`config.mk`:
```
export PLATFORM = sky130hd
export DESIGN_NAME = switch_word_capture
export DESIGN_NICKNAME = d
export VERILOG_FILES = /design/src/rtl/switch_word_capture_pkg.sv /design/src/rtl/btn_debounce.sv /design/src/rtl/switch_word_capture.sv
export SDC_FILE = /design/constraint.sdc
export NUM_CORES = 1
export LEC_CHECK = 0
export ABC_AREA = 1
export ABC_CLOCK_PERIOD_IN_PS = 1700
export CAP_MARGIN = 30
export CORE_MARGIN = 2
export CORE_UTILIZATION = 50
export DETAILED_ROUTE_END_ITERATION = 16
export HOLD_SLACK_MARGIN = 0.03
export PLACE_DENSITY = 0.7
export SLEW_MARGIN = 20
export SYNTH_ARGS = -nofsm -noshare
export SYNTH_HDL_FRONTEND = slang
export SYNTH_HIERARCHICAL = 1
export SYNTH_SLANG_ARGS = --single-unit
```
`constraint.sdc`:
```
create_clock -name clk -period 1.7 [get_ports clk]
set_clock_uncertainty 0.2 [all_clocks]
set_input_delay 0.17 -clock clk [delete_from_list [all_inputs] [get_ports clk]]
set_output_delay 0.17 -clock clk [all_outputs]
set_load 0.05 [all_outputs]
```
`src/rtl/switch_word_capture_pkg.sv`:
```
// Shared types and sizing helpers for switch_word_capture and its debouncer.
package switch_word_capture_pkg;

    typedef enum logic {
        COLLECT = 1'b0,
        HOLD    = 1'b1
    } cap_state_t;

    function automatic int nchunk(input int word_w, input int sw_w);
        return (word_w + sw_w - 1) / sw_w;
    endfunction

    function automatic int idx_w(input int n);
        return (n <= 1) ? 1 : $clog2(n);
    endfunction

endpackage

```
`src/rtl/btn_debounce.sv`:
```
// Two-flop synchroniser plus stability counter; pulses one cycle when the
// debounced level rises.
module btn_debounce #(
    parameter int DEBOUNCE_CYC = 20
) (
    input  logic clk,
    input  logic rst_n,
    input  logic raw,
    output logic pulse
);

    localparam int CNT_W = (DEBOUNCE_CYC <= 1) ? 1 : $clog2(DEBOUNCE_CYC);
    localparam logic [CNT_W-1:0] CNT_LAST = CNT_W'(DEBOUNCE_CYC - 1);

    logic             r_sync1;
    logic             r_sync2;
    logic             r_stable;
    logic [CNT_W-1:0] r_cnt;
    logic             r_pulse;

    // The debounced level only moves after DEBOUNCE_CYC consecutive disagreeing samples.
    always_ff @(posedge clk or negedge rst_n) begin
        if (!rst_n) begin
            r_sync1  <= 1'b0;
            r_sync2  <= 1'b0;
            r_stable <= 1'b0;
            r_cnt    <= '0;
            r_pulse  <= 1'b0;
        end else begin
            r_sync1 <= raw;
            r_sync2 <= r_sync1;
            r_pulse <= 1'b0;
            if (r_sync2 != r_stable) begin
                if (r_cnt == CNT_LAST) begin
                    r_stable <= r_sync2;
                    r_cnt    <= '0;
                    r_pulse  <= r_sync2;
                end else begin
                    r_cnt <= r_cnt + 1'b1;
                end
            end else begin
                r_cnt <= '0;
            end
        end
    end

    assign pulse = r_pulse;

endmodule

```
`src/rtl/switch_word_capture.sv`:
```
// Assembles a WORD_W-bit word from SW_W-bit switch chunks, low chunk first.
// Optional SIGNMAG_EN build converts a sign-magnitude word to two's complement.
module switch_word_capture
    import switch_word_capture_pkg::*;
#(
    parameter int SW_W         = 16,
    parameter int WORD_W       = 32,
    parameter int DEBOUNCE_CYC = 20
) (
    input  logic                                  clk,
    input  logic                                  rst_n,
    input  logic [SW_W-1:0]                       sw_in,
    input  logic                                  btn_in,
    input  logic                                  cancel,
    input  logic                                  sign_mag,
    input  logic                                  out_ready,
    output logic [WORD_W-1:0]                     out_data,
    output logic                                  out_valid,
    output logic                                  start,
    output logic [idx_w(nchunk(WORD_W, SW_W))-1:0] chunk_idx,
    output logic                                  overrun,
    output cap_state_t                            dbg_state
);

    localparam int NCHUNK = nchunk(WORD_W, SW_W);
    localparam int IDX_W  = idx_w(NCHUNK);
    localparam logic [IDX_W-1:0] LAST_IDX = IDX_W'(NCHUNK - 1);

    logic [SW_W-1:0]   r_sw_s1, r_sw_s2;
    logic              r_cancel_s1, r_cancel_s2;
    logic              w_press;
    logic [WORD_W-1:0] w_word_next;
    logic [WORD_W-1:0] w_out;

    cap_state_t        r_state;
    logic [IDX_W-1:0]  r_idx;
    logic [WORD_W-1:0] r_word;
    logic [WORD_W-1:0] r_data;
    logic              r_valid;
    logic              r_start;
    logic              r_overrun;

    btn_debounce #(.DEBOUNCE_CYC(DEBOUNCE_CYC)) u_btn (
        .clk   (clk),
        .rst_n (rst_n),
        .raw   (btn_in),
        .pulse (w_press)
    );

    // Same two stages as the button so the switches line up with the press.
    always_ff @(posedge clk or negedge rst_n) begin
        if (!rst_n) begin
            r_sw_s1     <= '0;
            r_sw_s2     <= '0;
            r_cancel_s1 <= 1'b0;
            r_cancel_s2 <= 1'b0;
        end else begin
            r_sw_s1     <= sw_in;
            r_sw_s2     <= r_sw_s1;
            r_cancel_s1 <= cancel;
            r_cancel_s2 <= r_cancel_s1;
        end
    end

    always_comb begin
        w_word_next = r_word;
        for (int b = 0; b < WORD_W; b++) begin
            if (b / SW_W == int'(r_idx)) w_word_next[b] = r_sw_s2[b % SW_W];
        end
    end

`ifdef SIGNMAG_EN
    logic r_sm_s1, r_sm_s2;

    always_ff @(posedge clk or negedge rst_n) begin
        if (!rst_n) begin
            r_sm_s1 <= 1'b0;
            r_sm_s2 <= 1'b0;
        end else begin
            r_sm_s1 <= sign_mag;
            r_sm_s2 <= r_sm_s1;
        end
    end

    // Negating the magnitude maps negative zero onto zero for free.
    assign w_out = (r_sm_s2 && w_word_next[WORD_W-1])
                 ? ({WORD_W{1'b0}} - {1'b0, w_word_next[WORD_W-2:0]})
                 : w_word_next;
`else
    logic w_unused_sign_mag;
    assign w_unused_sign_mag = sign_mag;
    assign w_out = w_word_next;
`endif

    // Handshake: out_valid stays high with out_data stable until a cycle with out_ready high.
    always_ff @(posedge clk or negedge rst_n) begin
        if (!rst_n) begin
            r_state   <= COLLECT;
            r_idx     <= '0;
            r_word    <= '0;
            r_data    <= '0;
            r_valid   <= 1'b0;
            r_start   <= 1'b0;
            r_overrun <= 1'b0;
        end else begin
            r_start <= 1'b0;
            case (r_state)
                COLLECT: begin
                    if (r_cancel_s2) begin
                        r_idx  <= '0;
                        r_word <= '0;
                    end else if (w_press) begin
                        if (r_idx == LAST_IDX) begin
                            r_data  <= w_out;
                            r_valid <= 1'b1;
                            r_start <= 1'b1;
                            r_idx   <= '0;
                            r_word  <= '0;
                            r_state <= HOLD;
                        end else begin
                            r_word <= w_word_next;
                            r_idx  <= r_idx + 1'b1;
                        end
                    end
                end
                HOLD: begin
                    if (r_valid && out_ready) begin
                        r_valid   <= 1'b0;
                        r_overrun <= 1'b0;
                        r_state   <= COLLECT;
                    end else if (w_press) begin
                        r_overrun <= 1'b1;
                    end
                end
                default: r_state <= COLLECT;
            endcase
        end
    end

    assign out_data  = r_data;
    assign out_valid = r_valid;
    assign start     = r_start;
    assign chunk_idx = r_idx;
    assign overrun   = r_overrun;
    assign dbg_state = r_state;

endmodule

```
==> impl_metrics.yaml, run 1 <==
run_status:
  status: "finished clean"
clock_tree:
  h-tree-depth: 3
  root_buffer: "clkbuf_8"
  cts_setup_buffers: 0
  cts_max_path_buffers: 2
  cts.repair.resized: 0
  cts.clk_slew.worst_paths_ns: 0.10
  cts_buffers: 9
  worstSkewPairLatency_ns: 0.37
  clkSinkCount: 112
  cts_tree: "done"
  hold_buffers: 16
sta:
  fin_setup_tns_ns: 0
  setup_viol: 0
  fin_crit_ns: 1.53
  fin_ws_ns: 0.167
  period_share_pct: 90.2
  drv_slew: 0
  worst_pin_slew_ns: 0.575
  hold_viol: 0
  fmax_mhz: 652
  rsz0062_at_grt: "no"
  relSlewSlack_pct: 61.7
power:
  power.leakage_nw: 3.03
  powerDensity_mw_per_mm2: 840
  ir_drop_v: 0.000516
route:
  drc: 0
  final_antenna_net_count: 0
  wire_per_inst_um: 12.3
  drt_wl_total_um: 8660
  first_pass_iters: 5
  vias: 3363
  first_iter_violations: 157
  vias_per_cell: 4.79
synth:
  syn-cell-area_mm2: 0.00441
  seq_area_frac_synth_pct: 63.5
  async_reset_ff_share_pct: 100
  synth_seq_cells: 112
  ys.flop_type: "dfrtp_1"
  synth_cell_types: 20
  synth_most_common_cell: "nand2_1"
  yosys-top-cells-count: "nand2_1, dfrtp_1, nor2_1, inv_1, buf_2"
  synth-edff-count: 0
  synth-warning-count: 6
  yosys.area.top_type: "dfrtp_1"
  yosys-top-cells-area: "dfrtp_1, nand2_1, nor2_1"
  syn_nets: 534
  synth_top_area_share_pct: 63.5
  syn-mean-instance-area_um2: 8.64
  synthCells: 511
floorplan:
  start_util_pct: 51.1
  rows: 34
  die_x_um: 97.9
  die_area_mm2: 0.00959
  io_pins: 59
  fp.coreArea_mm2: 0.00864
  die_h_um: 97.9
setup_path:
  critical_path_class: "flip-flop to flip-flop"
  end_kind: "flip-flop"
  critPathArrivalTime_ns: 1.65
  crit_required_ns: 1.82
  cp_max_fo: 23
  cp-start-kind: "flip-flop"
  r2r_start: "dbg_state"
  startpoint: "dbg_state"
run:
  maxCapViolCount: 0
global_route:
  grt_pass1_vias: 3332
  grt_overflow: 0
  grt_use_total_pct: 19.7
  grt_start_max_net_pins: 113
  grt_pass1_wl_um: 15300
  grt_antenna_before_repair: 0
place:
  dpl_cell_area_mm2: 0.00507
  dp_cells: 668
  port_buffers: 57
  dp_slack_ns: 0.178
  globalplace.congestion: 0.753
  dp_hpwl_um: 5390
final_layout:
  finalInstanceArea_mm2: 0.00543
  syn_to_final_growth_pct: 23.1
  fin_cells: 702
  fillers: 755
  n_antenna_cell: 0
  fin_nets: 612
  drive_gt1_share_pct: 12.8
worst_hold_path:
  min_path_type: "primary input to flip-flop"
  worstHoldStart: "sw_in[14]"
## final timing paths
check                               end  slack [ns]  depth (start not counted)
setup / recovery           out_data[10]        0.17                          6
hold / removal              r_sw_s1[14]        0.05                          1
setup reg to reg           out_data[10]        0.17                          6
hold reg to reg              r_sw_s2[2]        0.16                          0
max in group asynchronous    r_word[16]        0.67                          3
min in group asynchronous   out_data[8]        0.20                          3
## layout make-up
cell class | instances | area (µm²) | share of cell area, %
clock buffer | 11 | 141 | 2.60
clock inverter | 5 | 40.0 | 0.737
inverter | 14 | 52.6 | 0.968
multi-input combinational | 362 | 1420 | 26.1
sequential | 112 | 2800 | 51.6
tap | 108 | 135 | 2.49
timing repair buffer | 90 | 843 | 15.5
## through the flow
step,hold WS [ns],power [mW],utilization [%]
4_1_cts,0.0324,4.62,62.6
2_1_floorplan,-0.326,2.96,-
3_3_place_gp,0.0975,3.12,58.7
5_1_grt,0.0343,4.78,62.9
6_report,0.0541,4.56,62.9
3_5_place_dp,0.0988,3.13,58.7
## worst max-delay path, cell delays in order (launching register included)
cell and delay [ns]:
dfrtp_1 0.49, inv_1 0.16, nand2_1 0.11, nor2_4 0.09, buf_4 0.26, nand2_1 0.09
nand2_1 0.07
## routing by layer
layer / routed length [µm] / up-vias / track usage [%]
li1: - / 1688 / -
met1: 3910 / 1584 / 26.6
met2: 4240 / 77 / 31.8
met3: 354 / 14 / 3.72
met4: 156 / 0 / 7.80
met5: 0 / - / 0
## report_power, final
group	internal, mW	leakage (nW)	switching [mW]
registers	2.75	1.46	0.0507
logic	0.132	1.47	0.169
clock network	0.588	0.0943	0.872
total	3.47	3.03	1.09
## cell usage in the layout, fill, tap and decap left out
master           instances
dfrtp_1                112
nand4_1                  3
nor2_2                   3
o21ai_0                  2
buf_4                   47
o21ai_2                  1
dlygate4sd3_1           18
o21ai_1                  1
inv_1                   14
clkbuf_1                 1
nand2_1                304
nand3_1                  2
nand2_2                  3
clkdlybuf4s50_1         19
xnor2_1                  1
buf_12                   6
ha_1                     1
nor2_4                   1
a21oi_1                  1
clkinv_4                 2
nor2_1                  39
inv_6                    2
clkbuf_8                10
clkinv_2                 1
## flip-flops by register name, summed over array words and instances (netlist names), 5 cells and up
register,cells
out_data,32
r_sw_s1,16
u_btn/r_cnt,5
r_sw_s2,16
r_word,32
## cell families (layout without fill, tap and decap cells)
logic type / count (synthesis) / count (layout) / share of synthesized area [%]
AND/OR/NAND/NOR: 355 / 355 / 30.9
flip-flops: 112 / 112 / 63.5
buffers and inverters: 37 / 120 / 4.42
AO/OA/AOI/OAI: 5 / 5 / 0.652
adder cells (fa/ha/maj): 1 / 1 / 0.283
XOR/XNOR: 1 / 1 / 0.199
(Power assumes the default switching activity.)
==> inputs of run 2 (changes only) <==
--- a/config.mk
+++ b/config.mk
@@ -6,13 +6,14 @@
 export NUM_CORES = 1
 export LEC_CHECK = 0
 export ABC_AREA = 1
-export ABC_CLOCK_PERIOD_IN_PS = 1700
+export ABC_CLOCK_PERIOD_IN_PS = 1900
 export CAP_MARGIN = 30
 export CORE_MARGIN = 2
 export CORE_UTILIZATION = 50
 export DETAILED_ROUTE_END_ITERATION = 16
 export HOLD_SLACK_MARGIN = 0.03
 export PLACE_DENSITY = 0.7
+export SKIP_LAST_GASP = 1
 export SLEW_MARGIN = 20
 export SYNTH_ARGS = -nofsm -noshare
 export SYNTH_HDL_FRONTEND = slang
==> constraint.sdc (replaced) <==
create_clock -name clk -period 1.9 [get_ports clk]
set_clock_uncertainty 0.2 [all_clocks]
set_input_delay 0.19 -clock clk [delete_from_list [all_inputs] [get_ports clk]]
set_output_delay 0.19 -clock clk [all_outputs]
set_load 0.05 [all_outputs]
==> run 2 against run 1 <==
Combinational power is 20% lower. Total power is 11% lower. Non-clock buffer count is 17 lower. Largest cell class unchanged.
==> impl_metrics.yaml, run 2 (synthesized netlist as in run 1, its figures left out) <==
final_layout:
  seq_area_mm2: 0.00280
  fin_nets: 595
  final_core_util_pct: 61.0
  layout_commonest_cell: "nand2_1"
  drive_gt1_share_pct: 10.1
  n_antenna_cell: 0
  fillers: 787
  multiInputGateArea_mm2: 0.00142
  syn_to_final_growth_pct: 19.3
  mostFrequentLayoutCells: "nand2_1, dfrtp_1, nor2_1"
setup_path:
  path_cells: "dlygate4sd2_1"
  startpoint: "out_data[8]"
  end_kind: "output pin"
  critPathMaxStageDelay_ns: 0.55
  path_buf_inv: 1
  cpLargestDelayFamily: "buffers and inverters"
  crit_required_ns: 1.51
  critPathArrivalTime_ns: 1.29
  r2r_start: "r_cancel_s2"
  critical_path_class: "flip-flop to output pin"
  cp-start-kind: "flip-flop"
  cp_max_fo: 2
  slowest_stage: "dlygate4sd2_1"
global_route:
  grt_overflow: 0
  grtUsageMet1_pct: 27.7
  grt_antenna_before_repair: 0
  grt_pass1_wl_um: 15400
  grt_pass1_vias: 3285
  use_met3_pct: 3.29
  grt_start_max_net_pins: 36
  grt_use_total_pct: 19.9
  grt_busiest_layer: "met2"
  grt_use_met2_pct: 31.9
clock_tree:
  h-tree-depth: 3
  clkSinkCount: 112
  cts.clk_slew.worst_paths_ns: 0.10
  cts_buffers: 9
  cts_setup_buffers: 0
  root_buffer: "clkbuf_8"
  cts_max_path_buffers: 2
  worstSkewPairLatency_ns: 0.37
  cts_tree: "done"
sta:
  fin_hold_ws_ns: 0.0442
  fmax_mhz: 595
  fin_crit_ns: 1.68
  setup_viol: 0
  hold_viol: 0
  fin_setup_tns_ns: 0
  fin_ws_ns: 0.220
  rsz0062_at_grt: "no"
  drv_slew: 0
  relSlewSlack_pct: 66.5
  period_share_pct: 88.4
  worst_pin_slew_ns: 0.505
floorplan:
  die_area_mm2: 0.00959
  fp.coreArea_mm2: 0.00864
  io_pins: 59
  rows: 34
  start_util_pct: 51.1
  die_h_um: 97.9
  die_x_um: 97.9
run_status:
  status: "finished clean"
place:
  dp_hpwl_um: 5820
  globalplace.congestion: 0.790
  port_buffers: 57
  dp_slack_ns: 0.343
power:
  powerDensity_mw_per_mm2: 770
  power_mw: 4.05
  power.leakage_nw: 2.98
  ir_drop_v: 0.000452
route:
  first_iter_violations: 192
  wire_per_inst_um: 12.9
  drt_wl_total_um: 8810
  first_pass_iters: 4
  vias_per_cell: 4.81
  vias: 3293
  drc: 0
  final_antenna_net_count: 0
worst_hold_path:
  min_path_type: "primary input to flip-flop"
  worstHoldStart: "sw_in[13]"
run:
  maxCapViolCount: 0
==> run 2: repair_timing <==
action | CTS | global route
hold buffers | 1 | 2
endpoints found under the setup margin | 15 | 0
hold endpoints to repair | 102 | 2
resized for setup | 15 | 0
==> run 2: report_power, final <==
group	switching [mW]	internal, mW	leakage (nW)
logic	0.146	0.0958	1.44
clock network	0.782	0.518	0.0830
registers	0.0478	2.46	1.46
total	0.976	3.08	2.98
==> run 2: area by class of cell <==
cell class | instances | share of cell area (%)
Multi-Input combinational cell | 362 | 26.9
Clock buffer | 12 | 2.76
Clock inverter | 4 | 0.547
Sequential cell | 112 | 53.2
Tap cell | 108 | 2.57
Inverter | 14 | 0.998
Timing Repair Buffer | 73 | 13.0
==> run 2: per-layer routing <==
layer  vias up  part of all wire [%]
li1       1648                     -
met5         -                     0
met4         0                   1.1
met3         6                   4.9
met1      1564                    46
met2        75                    48
==> run 2: stage by stage <==
stage | instance area, µm² | std cells
floorplan | 4410 | 511
global placement | 5080 | 666
CTS | 5240 | 683
finish | 5260 | 685
global route | 5260 | 685
detailed placement | 5080 | 666
==> run 2: worst paths after layout <==
path                           endpoint  slack [ns]  cells after the start
hold reg to reg              r_sw_s2[1]        0.15                      0
setup / recovery            out_data[8]        0.22                      1
setup reg to reg           out_data[25]        0.37                      6
max in group asynchronous   r_sw_s2[12]        0.75                      3
min in group asynchronous  out_data[23]        0.11                      2
hold / removal              r_sw_s1[13]        0.04                      1
==> inputs of run 3 (changes only) <==
--- a/config.mk
+++ b/config.mk
@@ -9,12 +9,12 @@
 export ABC_CLOCK_PERIOD_IN_PS = 1900
 export CAP_MARGIN = 30
 export CORE_MARGIN = 2
-export CORE_UTILIZATION = 50
+export CORE_UTILIZATION = 56
 export DETAILED_ROUTE_END_ITERATION = 16
 export HOLD_SLACK_MARGIN = 0.03
-export PLACE_DENSITY = 0.7
+export PLACE_DENSITY = 0.77
 export SKIP_LAST_GASP = 1
-export SLEW_MARGIN = 20
+export SLEW_MARGIN = 10
 export SYNTH_ARGS = -nofsm -noshare
 export SYNTH_HDL_FRONTEND = slang
 export SYNTH_HIERARCHICAL = 1
==> run 3 against run 2 <==
Core utilization is 7.6 points higher. Fmax about the same. Sequential share of layout area about the same. Total power increased by 1.2%. Via count increased by 2.4%. Clock power grew 4%.
==> impl_metrics.yaml, run 3 (synthesized netlist as in run 1, its figures left out) <==
sta:
  rsz0062_at_grt: "no"
  relSlewSlack_pct: 66.7
  hold_viol: 0
  setup_viol: 0
  worst_pin_slew_ns: 0.502
  fin_ws_ns: 0.220
  period_share_pct: 88.4
  drv_slew: 0
  fin_crit_ns: 1.68
  fin_setup_tns_ns: 0
  fmax_mhz: 595
route:
  vias_per_cell: 4.95
  first_pass_iters: 4
  vias: 3372
  wire_per_inst_um: 13.1
  wl_met1_um: 4070
  dr.max_layer_used: "met4"
  drc: 0
  wl_met2_um: 4290
  final_antenna_net_count: 0
  first_iter_violations: 182
  drt_wl_total_um: 8920
  route.met3.wl_um: 426
run_status:
  status: "finished clean"
clock_tree:
  root_buffer: "clkbuf_8"
  worstSkewPairLatency_ns: 0.37
  cts_max_path_buffers: 2
  cts_setup_buffers: 0
  clkSinkCount: 112
  cts_buffers: 9
  h-tree-depth: 3
  cts.clk_slew.worst_paths_ns: 0.11
  cts_tree: "done"
power:
  power.leakage_nw: 3.00
  powerDensity_mw_per_mm2: 779
  ir_drop_v: 0.000568
setup_path:
  critical_path_class: "flip-flop to output pin"
  crit_required_ns: 1.51
  critPathMaxStageDelay_ns: 0.54
  cpLargestDelayFamily: "buffers and inverters"
  path_cells: "dlygate4sd2_1"
  path_buf_inv: 1
  critPathArrivalTime_ns: 1.29
  slowest_stage: "dlygate4sd2_1"
  end_kind: "output pin"
  cp_max_fo: 2
  cp-start-kind: "flip-flop"
global_route:
  grt_use_total_pct: 22.8
  grt_overflow: 0
  grt_start_max_net_pins: 49
  grt_pass1_wl_um: 15300
  grt_antenna_before_repair: 0
  grt_pass1_vias: 3325
floorplan:
  start_util_pct: 57.4
  die_h_um: 92.8
  die_x_um: 92.8
  rows: 32
  fp.coreArea_mm2: 0.00769
  io_pins: 59
  die_area_mm2: 0.00861
place:
  dp_hpwl_um: 5900
  port_buffers: 57
  globalplace.congestion: 0.788
  dp_slack_ns: 0.320
final_layout:
  n_antenna_cell: 0
  fillers: 632
  drive_gt1_share_pct: 11.6
  syn_to_final_growth_pct: 19.3
  layout_commonest_cell: "nand2_1"
  fin_nets: 597
  mostFrequentLayoutCells: "nand2_1, dfrtp_1, nor2_1, buf_4, clkdlybuf4s50_1"
run:
  maxCapViolCount: 0
worst_hold_path:
  min_path_type: "primary input to flip-flop"
-- run 3: changes by cell type in the layout (fill, tap and decap cells not counted) --
cell	delta
buf_12	-1
buf_4	+8
clkbuf_1	-2
clkbuf_8	+1
clkinv_2	+1
clkinv_4	+1
clkinvlp_4	-2
dlygate4sd2_1	-3
dlygate4sd3_1	-2
inv_8	+1
-- run 3: final timing paths --
| check | cells past startpoint | end | startpoint | slack, ns |
|---|---|---|---|---|
| hold / removal | 1 | r_sw_s1[8] | sw_in[8] | 0.04 |
| max in group asynchronous | 3 | out_data[26] | rst_n | 0.78 |
| min in group asynchronous | 2 | u_btn/r_cnt[0] | rst_n | 0.11 |
| setup / recovery | 1 | out_data[10] | out_data[10] | 0.22 |
| hold reg to reg | 0 | r_sw_s2[2] | r_sw_s1[2] | 0.16 |
| setup reg to reg | 6 | out_data[27] | dbg_state | 0.29 |
-- run 3: routing by layer --
layer  track usage [%]  vias up
met5                 0        -
met4              8.70        0
met3              4.96       13
met2              36.1       74
met1              31.3     1631
li1                  -     1654
-- run 3: where the power goes --
group          total (mW)  switching [mW]  internal (mW)  leakage [nW]
Combinational       0.241           0.149         0.0917          1.43
Clock                1.35           0.791          0.561         0.102
Sequential           2.51          0.0460           2.46          1.46
-- run 3: per-stage QoR --
step                hold slack [ns]  cells  power, mW  cell area [µm²]  utilization [%]
floorplan                    -0.306    511       2.65             4410                -
global placement            -0.0236    664       2.78             5080             66.1
detailed placement          -0.0192    664       2.80             5080             66.1
CTS                          0.0301    681       4.14             5270             68.5
global route                 0.0317    681       4.30             5270             68.5
finish                       0.0418    681       4.10             5270             68.5
-- run 3: area by class of cell --
| cell class | count | area (µm²) | area share [%] |
|---|---|---|---|
| timing repair buffer | 75 | 678 | 12.9 |
| sequential | 112 | 2800 | 53.2 |
| clock buffer | 11 | 151 | 2.87 |
| inverter | 14 | 52.6 | 0.998 |
| tap | 102 | 128 | 2.42 |
| multi-input combinational | 362 | 1420 | 26.9 |
| clock inverter | 5 | 38.8 | 0.737 |
-- run 3: what timing repair did --
action	in CTS	in global routing
setup endpoints to repair	12	0
resized for setup	12	0
endpoints found under the hold margin	112	0
hold buffers	1	0
